## src/rtl/pipe_pkg.sv

```systemverilog
// Shared pipeline package: fetch FSM encoding and boot PC.
// Also holds the PC increment helper used by the fetch controller.
package pipe_pkg;

  typedef enum logic [1:0] {
    BOOT    = 2'd0,
    RUN     = 2'd1,
    MD_WAIT = 2'd2,
    IM_WAIT = 2'd3
  } fstate_t;

  localparam logic [31:0] RESET_PC_DEF = 32'hFFFF_FFFC;

  function automatic logic [31:0] pc_inc(input logic [31:0] p);
    return p + 32'd4;
  endfunction

endpackage

```

## src/rtl/pipe_fetch_ctrl_if.sv

```systemverilog
// Fetch-control bundle: IF/ID/EX status in, PC steering and stall out.
// The slave side is the controller; the master side is the pipeline.
interface pipe_fetch_ctrl_if #(
  parameter int CNT_W = 16
);
  logic [31:0]      pc;
  logic [31:0]      br_target;
  logic [31:0]      j_target;
  logic [31:0]      jr_target;
  logic             id_branch_taken;
  logic             id_j;
  logic             id_jr;
  logic             ex_wreg;
  logic             ex_m2reg;
  logic [4:0]       ex_rd;
  logic [4:0]       id_rs;
  logic [4:0]       id_rt;
  logic             id_use_rs;
  logic             id_use_rt;
  logic             md_start;
  logic             md_done;
  logic             imem_ready;
  logic [31:0]      npc;
  logic             wpcir;
  logic             id_bubble;
  logic             if_flush;
  logic [1:0]       state;
  logic [CNT_W-1:0] stall_cnt;

  modport master (
    output pc, br_target, j_target, jr_target,
    output id_branch_taken, id_j, id_jr,
    output ex_wreg, ex_m2reg, ex_rd,
    output id_rs, id_rt, id_use_rs, id_use_rt,
    output md_start, md_done, imem_ready,
    input  npc, wpcir, id_bubble, if_flush,
    input  state, stall_cnt
  );

  modport slave (
    input  pc, br_target, j_target, jr_target,
    input  id_branch_taken, id_j, id_jr,
    input  ex_wreg, ex_m2reg, ex_rd,
    input  id_rs, id_rt, id_use_rs, id_use_rt,
    input  md_start, md_done, imem_ready,
    output npc, wpcir, id_bubble, if_flush,
    output state, stall_cnt
  );

endinterface

```

## src/rtl/pipe_hazard_det.sv

```systemverilog
// Load-use hazard compare between the EX load and the ID sources.
module pipe_hazard_det
  import pipe_pkg::*;
(
  input  logic       ex_wreg,
  input  logic       ex_m2reg,
  input  logic [4:0] ex_rd,
  input  logic [4:0] id_rs,
  input  logic [4:0] id_rt,
  input  logic       id_use_rs,
  input  logic       id_use_rt,
  output logic       lu
);

  logic rs_hit;
  logic rt_hit;

  assign rs_hit = id_use_rs & (id_rs == ex_rd);
  assign rt_hit = id_use_rt & (id_rt == ex_rd);

  assign lu = ex_wreg & ex_m2reg & (ex_rd != 5'd0)
            & (rs_hit | rt_hit);

endmodule

```

## src/rtl/pipe_fetch_ctrl.sv

```systemverilog
// Fetch controller: stall FSM, next-PC mux and saturating stall counter.
module pipe_fetch_ctrl
  import pipe_pkg::*;
#(
  parameter logic [31:0] RESET_PC = RESET_PC_DEF,
  parameter int          CNT_W    = 16
) (
  input  logic              clock,
  input  logic              resetn,
  pipe_fetch_ctrl_if.slave  f
);

  fstate_t          state;
  fstate_t          nstate;
  logic             lu;
  logic [31:0]      redir;
  logic [31:0]      boot_npc;
  logic [31:0]      npc;
  logic             wpcir;
  logic             bubble;
  logic             flush;
  logic [CNT_W-1:0] cnt;

  pipe_hazard_det u_hz (
    .ex_wreg   (f.ex_wreg),
    .ex_m2reg  (f.ex_m2reg),
    .ex_rd     (f.ex_rd),
    .id_rs     (f.id_rs),
    .id_rt     (f.id_rt),
    .id_use_rs (f.id_use_rs),
    .id_use_rt (f.id_use_rt),
    .lu        (lu)
  );

  always_comb begin
    if (f.id_jr)                redir = f.jr_target;
    else if (f.id_j)            redir = f.j_target;
    else if (f.id_branch_taken) redir = f.br_target;
    else                        redir = pc_inc(f.pc);
  end

  // Boot PC check raises no flag; both arms yield pc+4.
  assign boot_npc = (f.pc == RESET_PC) ? RESET_PC + 32'd4
                                       : pc_inc(f.pc);

  always_comb begin
    nstate = state;
    npc    = redir;
    wpcir  = 1'b1;
    bubble = 1'b0;
    flush  = 1'b0;
    if (!resetn) begin
      npc   = boot_npc;
      flush = 1'b1;
    end else begin
      unique case (state)
        BOOT: begin
          npc    = boot_npc;
          flush  = 1'b1;
          nstate = RUN;
        end
        RUN: begin
          if (!f.imem_ready) begin
            wpcir  = 1'b0;
            bubble = 1'b1;
            nstate = IM_WAIT;
          end else if (lu) begin
            wpcir  = 1'b0;
            bubble = 1'b1;
          end else if (f.md_start) begin
            wpcir  = 1'b0;
            nstate = MD_WAIT;
          end
        end
        MD_WAIT: begin
          wpcir  = 1'b0;
          bubble = 1'b1;
          if (f.md_done) nstate = RUN;
        end
        IM_WAIT: begin
          if (f.imem_ready) begin
            nstate = RUN;
          end else begin
            wpcir  = 1'b0;
            bubble = 1'b1;
          end
        end
      endcase
    end
  end

  always_ff @(posedge clock) begin
    if (!resetn) begin
      state <= BOOT;
      cnt   <= '0;
    end else begin
      state <= nstate;
      if (!wpcir && cnt != '1)
        cnt <= cnt + CNT_W'(1);
    end
  end

  assign f.npc       = npc;
  assign f.wpcir     = wpcir;
  assign f.id_bubble = bubble;
  assign f.if_flush  = flush;
  assign f.state     = state;
  assign f.stall_cnt = cnt;

endmodule
```

## src/flat_wrapper.sv

```systemverilog
// flat-port wrapper written by rule: the top's interface ports become plain ports
module pipe_fetch_ctrl_flat import pipe_pkg::*;
#(
  parameter logic [31:0] RESET_PC = RESET_PC_DEF,
  parameter int          CNT_W    = 16
)
  (clock, resetn, f_pc, f_br_target, f_j_target, f_jr_target, f_id_branch_taken, f_id_j, f_id_jr, f_ex_wreg, f_ex_m2reg, f_ex_rd, f_id_rs, f_id_rt, f_id_use_rs, f_id_use_rt, f_md_start, f_md_done, f_imem_ready, f_npc, f_wpcir, f_id_bubble, f_if_flush, f_state, f_stall_cnt);
  pipe_fetch_ctrl_if #(.CNT_W(CNT_W)) f_i ();
  input  logic clock;
  input  logic resetn;
  input wire logic [$bits(f_i.pc)-1:0] f_pc;
  input wire logic [$bits(f_i.br_target)-1:0] f_br_target;
  input wire logic [$bits(f_i.j_target)-1:0] f_j_target;
  input wire logic [$bits(f_i.jr_target)-1:0] f_jr_target;
  input wire logic [$bits(f_i.id_branch_taken)-1:0] f_id_branch_taken;
  input wire logic [$bits(f_i.id_j)-1:0] f_id_j;
  input wire logic [$bits(f_i.id_jr)-1:0] f_id_jr;
  input wire logic [$bits(f_i.ex_wreg)-1:0] f_ex_wreg;
  input wire logic [$bits(f_i.ex_m2reg)-1:0] f_ex_m2reg;
  input wire logic [$bits(f_i.ex_rd)-1:0] f_ex_rd;
  input wire logic [$bits(f_i.id_rs)-1:0] f_id_rs;
  input wire logic [$bits(f_i.id_rt)-1:0] f_id_rt;
  input wire logic [$bits(f_i.id_use_rs)-1:0] f_id_use_rs;
  input wire logic [$bits(f_i.id_use_rt)-1:0] f_id_use_rt;
  input wire logic [$bits(f_i.md_start)-1:0] f_md_start;
  input wire logic [$bits(f_i.md_done)-1:0] f_md_done;
  input wire logic [$bits(f_i.imem_ready)-1:0] f_imem_ready;
  output wire logic [$bits(f_i.npc)-1:0] f_npc;
  output wire logic [$bits(f_i.wpcir)-1:0] f_wpcir;
  output wire logic [$bits(f_i.id_bubble)-1:0] f_id_bubble;
  output wire logic [$bits(f_i.if_flush)-1:0] f_if_flush;
  output wire logic [$bits(f_i.state)-1:0] f_state;
  output wire logic [$bits(f_i.stall_cnt)-1:0] f_stall_cnt;
  assign f_i.pc = f_pc;
  assign f_i.br_target = f_br_target;
  assign f_i.j_target = f_j_target;
  assign f_i.jr_target = f_jr_target;
  assign f_i.id_branch_taken = f_id_branch_taken;
  assign f_i.id_j = f_id_j;
  assign f_i.id_jr = f_id_jr;
  assign f_i.ex_wreg = f_ex_wreg;
  assign f_i.ex_m2reg = f_ex_m2reg;
  assign f_i.ex_rd = f_ex_rd;
  assign f_i.id_rs = f_id_rs;
  assign f_i.id_rt = f_id_rt;
  assign f_i.id_use_rs = f_id_use_rs;
  assign f_i.id_use_rt = f_id_use_rt;
  assign f_i.md_start = f_md_start;
  assign f_i.md_done = f_md_done;
  assign f_i.imem_ready = f_imem_ready;
  assign f_npc = f_i.npc;
  assign f_wpcir = f_i.wpcir;
  assign f_id_bubble = f_i.id_bubble;
  assign f_if_flush = f_i.if_flush;
  assign f_state = f_i.state;
  assign f_stall_cnt = f_i.stall_cnt;
  pipe_fetch_ctrl #(.RESET_PC(RESET_PC), .CNT_W(CNT_W)) u_core (.clock(clock), .resetn(resetn), .f(f_i));
endmodule
```

## config.mk

```make
export PLATFORM = sky130hd
export DESIGN_NAME = pipe_fetch_ctrl_flat
export DESIGN_NICKNAME = d
export VERILOG_FILES = /design/src/rtl/pipe_pkg.sv /design/src/rtl/pipe_fetch_ctrl_if.sv /design/src/rtl/pipe_hazard_det.sv /design/src/rtl/pipe_fetch_ctrl.sv /design/src/flat_wrapper.sv
export SDC_FILE = /design/constraint.sdc
export NUM_CORES = 1
export LEC_CHECK = 0
export CORE_ASPECT_RATIO = 1.1
export CORE_MARGIN = 8
export CORE_UTILIZATION = 36
export DETAILED_ROUTE_END_ITERATION = 7
export GPL_TIMING_DRIVEN = 0
export PLACE_DENSITY = 0.88
export SLEW_MARGIN = 20
export SYNTH_ARGS = -nofsm -noshare
export SYNTH_HDL_FRONTEND = slang
export SYNTH_HIERARCHICAL = 1
export SYNTH_SLANG_ARGS = --single-unit
```

## constraint.sdc

```tcl
create_clock -name clock -period 3.2 [get_ports clock]
set_clock_uncertainty 0.05 [all_clocks]
set_input_delay 0.8 -clock clock [delete_from_list [all_inputs] [get_ports clock]]
set_output_delay 0.8 -clock clock [all_outputs]
set_load 0.05 [all_outputs]
```

## Word level (Yosys, flattened, before mapping)

Index checks and enable logic that the tools add are counted.

- Bits in registers: 18
- Output and inout bits: 53
- Logic and storage cells: 51
- Bits of input ports: 155

- Eq/ne operators: 11
- Reductions and logical operators: 5
- Mux-type cells: 25
- $add $sub $neg: 2
- Bitwise operators: 6

Operators with widths:

| cell | number |
|---|---|
| 32-bit two-way mux | 6 |
| 32-bit by 3-bit adder with 32-bit output, second input constant | 1 |
| 32-bit == test, second input constant | 1 |
| 16-bit by 1-bit adder with 16-bit output, second input constant | 1 |
| 16-bit != test, second input constant | 1 |
| 1-bit two-way mux | 11 |
| 5-bit == test | 2 |
| 2-bit two-way mux | 5 |
| 2-bit one-hot mux with 4 select lines | 1 |
| 3-bit != test, second input constant | 2 |
| 1-bit one-hot mux with 3 select lines | 2 |
| 1-bit AND | 5 |
| 5-bit nonzero test | 1 |
| 2-bit == test, second input constant | 2 |
| 2-bit != test, second input constant | 2 |
| 4-bit AND reduction | 1 |
| 2-bit by 1-bit == test with 1-bit output, second input constant | 1 |
| 2-bit zero test | 1 |
| 1-bit logical AND | 1 |
| 1-bit zero test | 1 |
| 1-bit bitwise OR | 1 |

## Depth between registers and ports, before layout

- Depth in word-level cells: 10
- Mapped depth: 9

## By module

Netlist, hierarchy kept.

By module, submodules not included:

| module | cells each | area each (sq um) | instances | sequential area each (sq um) |
|---|---|---|---|---|
| pipe_fetch_ctrl | 437 | 2829.0 | 1 | 360.3 |
| pipe_hazard_det | 17 | 135.1 | 1 | 0.0 |

## Worst setup path after synthesis

OpenSTA, ideal clock, no wires.

- Path kind: input-to-output
- Start: input port f_id_branch_taken
- End: output port f_npc[31]
- Cell stages on the path: 5
- Slack: -0.601 ns
- Arrival: 2.951 ns
- Path through: clkbuf_1 nor2b_1 buf_4 a221oi_1 o32ai_1

- Longest elaborated chain between the ends: 5

Ends and longest elaborated chain:

| item | line | RTL |
|---|---|---|
| start: declaration | flat_wrapper.sv:15 | `input wire logic [$bits(f_i.id_branch_taken)-1:0] f_id_branch_taken;` |
| 32-bit two-way mux | pipe_fetch_ctrl.sv:38 | `else if (f.id_branch_taken) redir = f.br_target;` |
| 32-bit two-way mux | pipe_fetch_ctrl.sv:37 | `else if (f.id_j) redir = f.j_target;` |
| 32-bit two-way mux | pipe_fetch_ctrl.sv:36 | `if (f.id_jr) redir = f.jr_target;` |
| 32-bit two-way mux | pipe_fetch_ctrl.sv:56 | `unique case (state)` |
| 32-bit two-way mux | pipe_fetch_ctrl.sv:52 | `if (!resetn) begin` |
| end: declaration | flat_wrapper.sv:28 | `output wire logic [$bits(f_i.npc)-1:0] f_npc;` |

No other way between the ends.

## Worst setup path in the final report

- Start: input port f_pc[30]
- End: output port f_npc[20]

- Longest elaborated chain between the ends: 4

Ends and longest elaborated chain:

| item | line | RTL |
|---|---|---|
| start: declaration | flat_wrapper.sv:11 | `input wire logic [$bits(f_i.pc)-1:0] f_pc;` |
| 32-bit == test (*) | pipe_fetch_ctrl.sv:43 | `assign boot_npc = (f.pc == RESET_PC) ? RESET_PC + 32'd4` |
| 32-bit two-way mux (*) | pipe_fetch_ctrl.sv:43 |  |
| 32-bit two-way mux | pipe_fetch_ctrl.sv:56 |  |
| 32-bit two-way mux (*) | pipe_fetch_ctrl.sv:52 |  |

Mark *: on every way between the ends. The rest lies on a longest branch, timed or not.

==> flow_metrics.tcl <==
set metrics [dict create \
    synth_most_common_cell "nand2_1" \
    die-area_mm2 0.0114 \
    run_status "complete, but fails checks" \
    first_global_vias 5135 \
    p_leak_nw 2.32 \
    numCtsBuffers 3 \
    wl_um 18000 \
    utilization_pct 74.6 \
    place_area_mm2 0.00535 \
    die_w_um 103 \
    cts.clk_slew.worst_paths_ns 0.07 \
    worstMarginPinSlew_ns 0.514 \
    antenna_left 0 \
    r2r_end "u_core/f.stall_cnt[13]$_SDFFE_PN0P_" \
    drv_slew 0 \
    cts-root-buf "clkbuf_8" \
    cp-start-kind "primary input" \
    wire_per_inst_um 22.2 \
    gr-total-overflow 0 \
    hpwl_um 13400 \
    violations "negative setup slack" \
    worst_ir_drop_vdd_mv 0.156 \
    hold_path.class "reg -> reg" \
    synth_area_leaders "dfxtp_1 12%, xor2_1 8.6%, nand2_1 7.7%" \
    synth_top_area_share_pct 12.2 \
    io_buffers 206 \
    post-place-ws_ns -1.43 \
    endpoint "f_npc[20]" \
    io_pins 208 \
    path_depth 8 \
    path_delay_family "buffers and inverters" \
    drive_above_1_share_pct 31.0 \
    synth_top_flop_cell "dfxtp_1" \
    startpoint "f_pc[30]" \
    drtIter0Drc 480 \
    r2r_cells 7 \
    seq_area_frac_synth_pct 12.2 \
    slowest_stage "nor4_4" \
    floorplan.rows 34 \
    clock_sink_count 18 \
    setup_viol 15 \
    required_ns 2.35 \
    rsz0062_at_grt "yes" \
    r2r-start "u_core/f.state[1]$_SDFFE_PN0P_" \
    fin_crit_sh_pct 101 \
    worstPathCellList "dlygate4sd2_1, nand3_2, nor4_4, a31oi_4, buf_4, a21oi_1, a21oi_2, buf_4" \
    worstPathArrival_ns 2.39 \
    cp-end-kind "output pin" \
    clk_path_buf_depth 2 \
    fillers 594 \
    finalCriticalPeriod_ns 3.24 \
    worst-path-buf-inv 3 \
    synth_top_area_cell "dfxtp_1" \
    synth_common_cells "61 x nand2_1, 42 x a21oi_1, 33 x nor2_1" \
    hold_violations 0 \
    p_per_area_mw_per_mm2 229 \
    finalWorstSetupSlack_ns -0.0383 \
    start_util_pct 37.3 \
    fmax_mhz 309 \
    synth-seq-cells 18 \
    path_class "in -> out" \
    maxSlewHeadroom_pct 65.7 \
    finalPower_w 0.00136 \
    gp_congestion 0.947 \
    drt_first_pass_iters 5 \
    tritoncts "built" \
    synthArstFlopShare_pct 0 \
    drc_errors 0 \
    syn_avg_cell_area_um2 6.53 \
    grt_max_degree 11 \
    max_cap_violations 0 \
    die_h_um 111 \
    worstPathMaxFanout 5 \
    antenna_found_initial 0 \
    yosysWarningCount 6 \
    design_area_mm2 0.00594 \
    htree_levels 1 \
    core_region_area_mm2 0.00796 \
    grt_usage_pct 29.6 \
    finalNetCount 857 \
    cp_common_cell "buf_4" \
    synth-edff-count 0 \
    clkLatencyLatePin_ns 0.26 \
    synth.net_count 611 \
    vias 4864 \
    hold_slack_ns 0.466 \
    vias_per_cell 6.01 \
    areaGrowthSynthToFinish_pct 100 \
    reg2reg_slack_ns 1.04 \
    cp_slowest_stage_delay_ns 0.35 \
    syn_inst 454 \
    syn_area_mm2 0.00296 \
    synth_cell_types 55 \
    grt_pass1_wl_um 26700 \
]
-- area by class of cell --
cell class                      count  area, um2  share of cell area (%)
Inverter                           18       70.1                    1.18
Clock buffer                        4       55.1                   0.927
Multi-Input combinational cell    393       2880                    48.5
Timing Repair Buffer              242       2240                    37.7
Antenna cell                        2       5.00                  0.0843
Tap cell                          108        135                    2.28
Buffer                             24        190                    3.20
Sequential cell                    18        362                    6.09
-- cells by family after synthesis --
family          share of synthesized area (%)
xor+xnor                                 11.8
compound gates                           31.2
simple gates                             33.5
mux                                      3.71
flops                                    12.2
fa+ha+maj                               0.844
buf+inv                                  6.75
-- metrics by stage --
step	cells	TNS, ns
2_1_floorplan	454	-0.00812
3_3_place_gp	768	-43.96
3_5_place_dp	768	-46.22
4_1_cts	798	0
5_1_grt	807	-0.894
6_report	809	-0.272
-- cell usage in the layout, fill, tap and decap left out, types with 5 or more instances in the layout --
master             n
a21oi_1           33
a21oi_2            8
a221oi_1           5
a31oi_4            5
and3_1             5
buf_2             24
buf_4             49
buf_6             30
buf_8              6
clkbuf_2          10
clkbuf_4           7
clkbuf_8           6
clkdlybuf4s15_2    5
clkdlybuf4s50_1  121
dfxtp_1           17
inv_1             13
mux2i_1           11
nand2_1           58
nand2b_1          12
nand3_1           28
nand4_1           13
nor2_1            27
nor2_2             5
nor3_1             7
o211ai_1           5
o21ai_0           19
o21ai_1           11
o21ai_2            5
o22ai_1            7
o22ai_2            8
or3_1              5
or4_1              7
xnor2_1           10
xor2_1            26
-- how the worst min path moves through the flow --
stage,from,endpoint,slack [ns],cells past startpoint
floorplan,u_core/f.state[0]$_SDFFE_PN0P_,u_core/f.state[0]$_SDFFE_PN0P_,0.63,3
global placement,u_core/f.stall_cnt[15]$_SDFFE_PN0P_,u_core/f.stall_cnt[15]$_SDFFE_PN0P_,0.44,2
detailed placement,u_core/f.stall_cnt[15]$_SDFFE_PN0P_,u_core/f.stall_cnt[15]$_SDFFE_PN0P_,0.46,2
CTS,u_core/f.stall_cnt[15]$_SDFFE_PN0P_,u_core/f.stall_cnt[15]$_SDFFE_PN0P_,0.47,2
global route,u_core/f.stall_cnt[15]$_SDFFE_PN0P_,u_core/f.stall_cnt[15]$_SDFFE_PN0P_,0.48,2
finish,u_core/f.stall_cnt[15]$_SDFFE_PN0P_,u_core/f.stall_cnt[15]$_SDFFE_PN0P_,0.47,2
-- power breakdown --
part	internal (W)	leakage, nW	total, W	switching, W
Combinational	0.000399	2.14	0.000935	0.000536
Sequential	0.000228	0.146	0.000234	0.00000594
Clock	0.000110	0.0288	0.000192	0.0000822
Total	0.000737	2.32	0.00136	0.000624
-- worst min-delay path, stage by stage (launching register included) --
cell and delay [ns]:
dfxtp_1 0.34, o31ai_1 0.08, a21oi_1 0.06
-- state kept, by name, indices dropped and copies added, names as in the netlist --
name,cells
u_core/f.stall_cnt,16
u_core/f.state,2
-- routing by layer --
layer / GRT usage (%) / wire length, um
met1: 31.5 / 6230
met3: 7.85 / 2130
met5: 0 / 0
met2: 51.5 / 8770
met4: 14.9 / 860
-- what timing repair did --
item                                    4_1_cts  5_1_grt
endpoints found under the setup margin       41       35
setup buffers                                24        9
pin swaps                                    31       29
resized for setup                           418       94
hold buffers                                  0        0
cloned                                        3        0
Power figures use the tool's default switching activity.
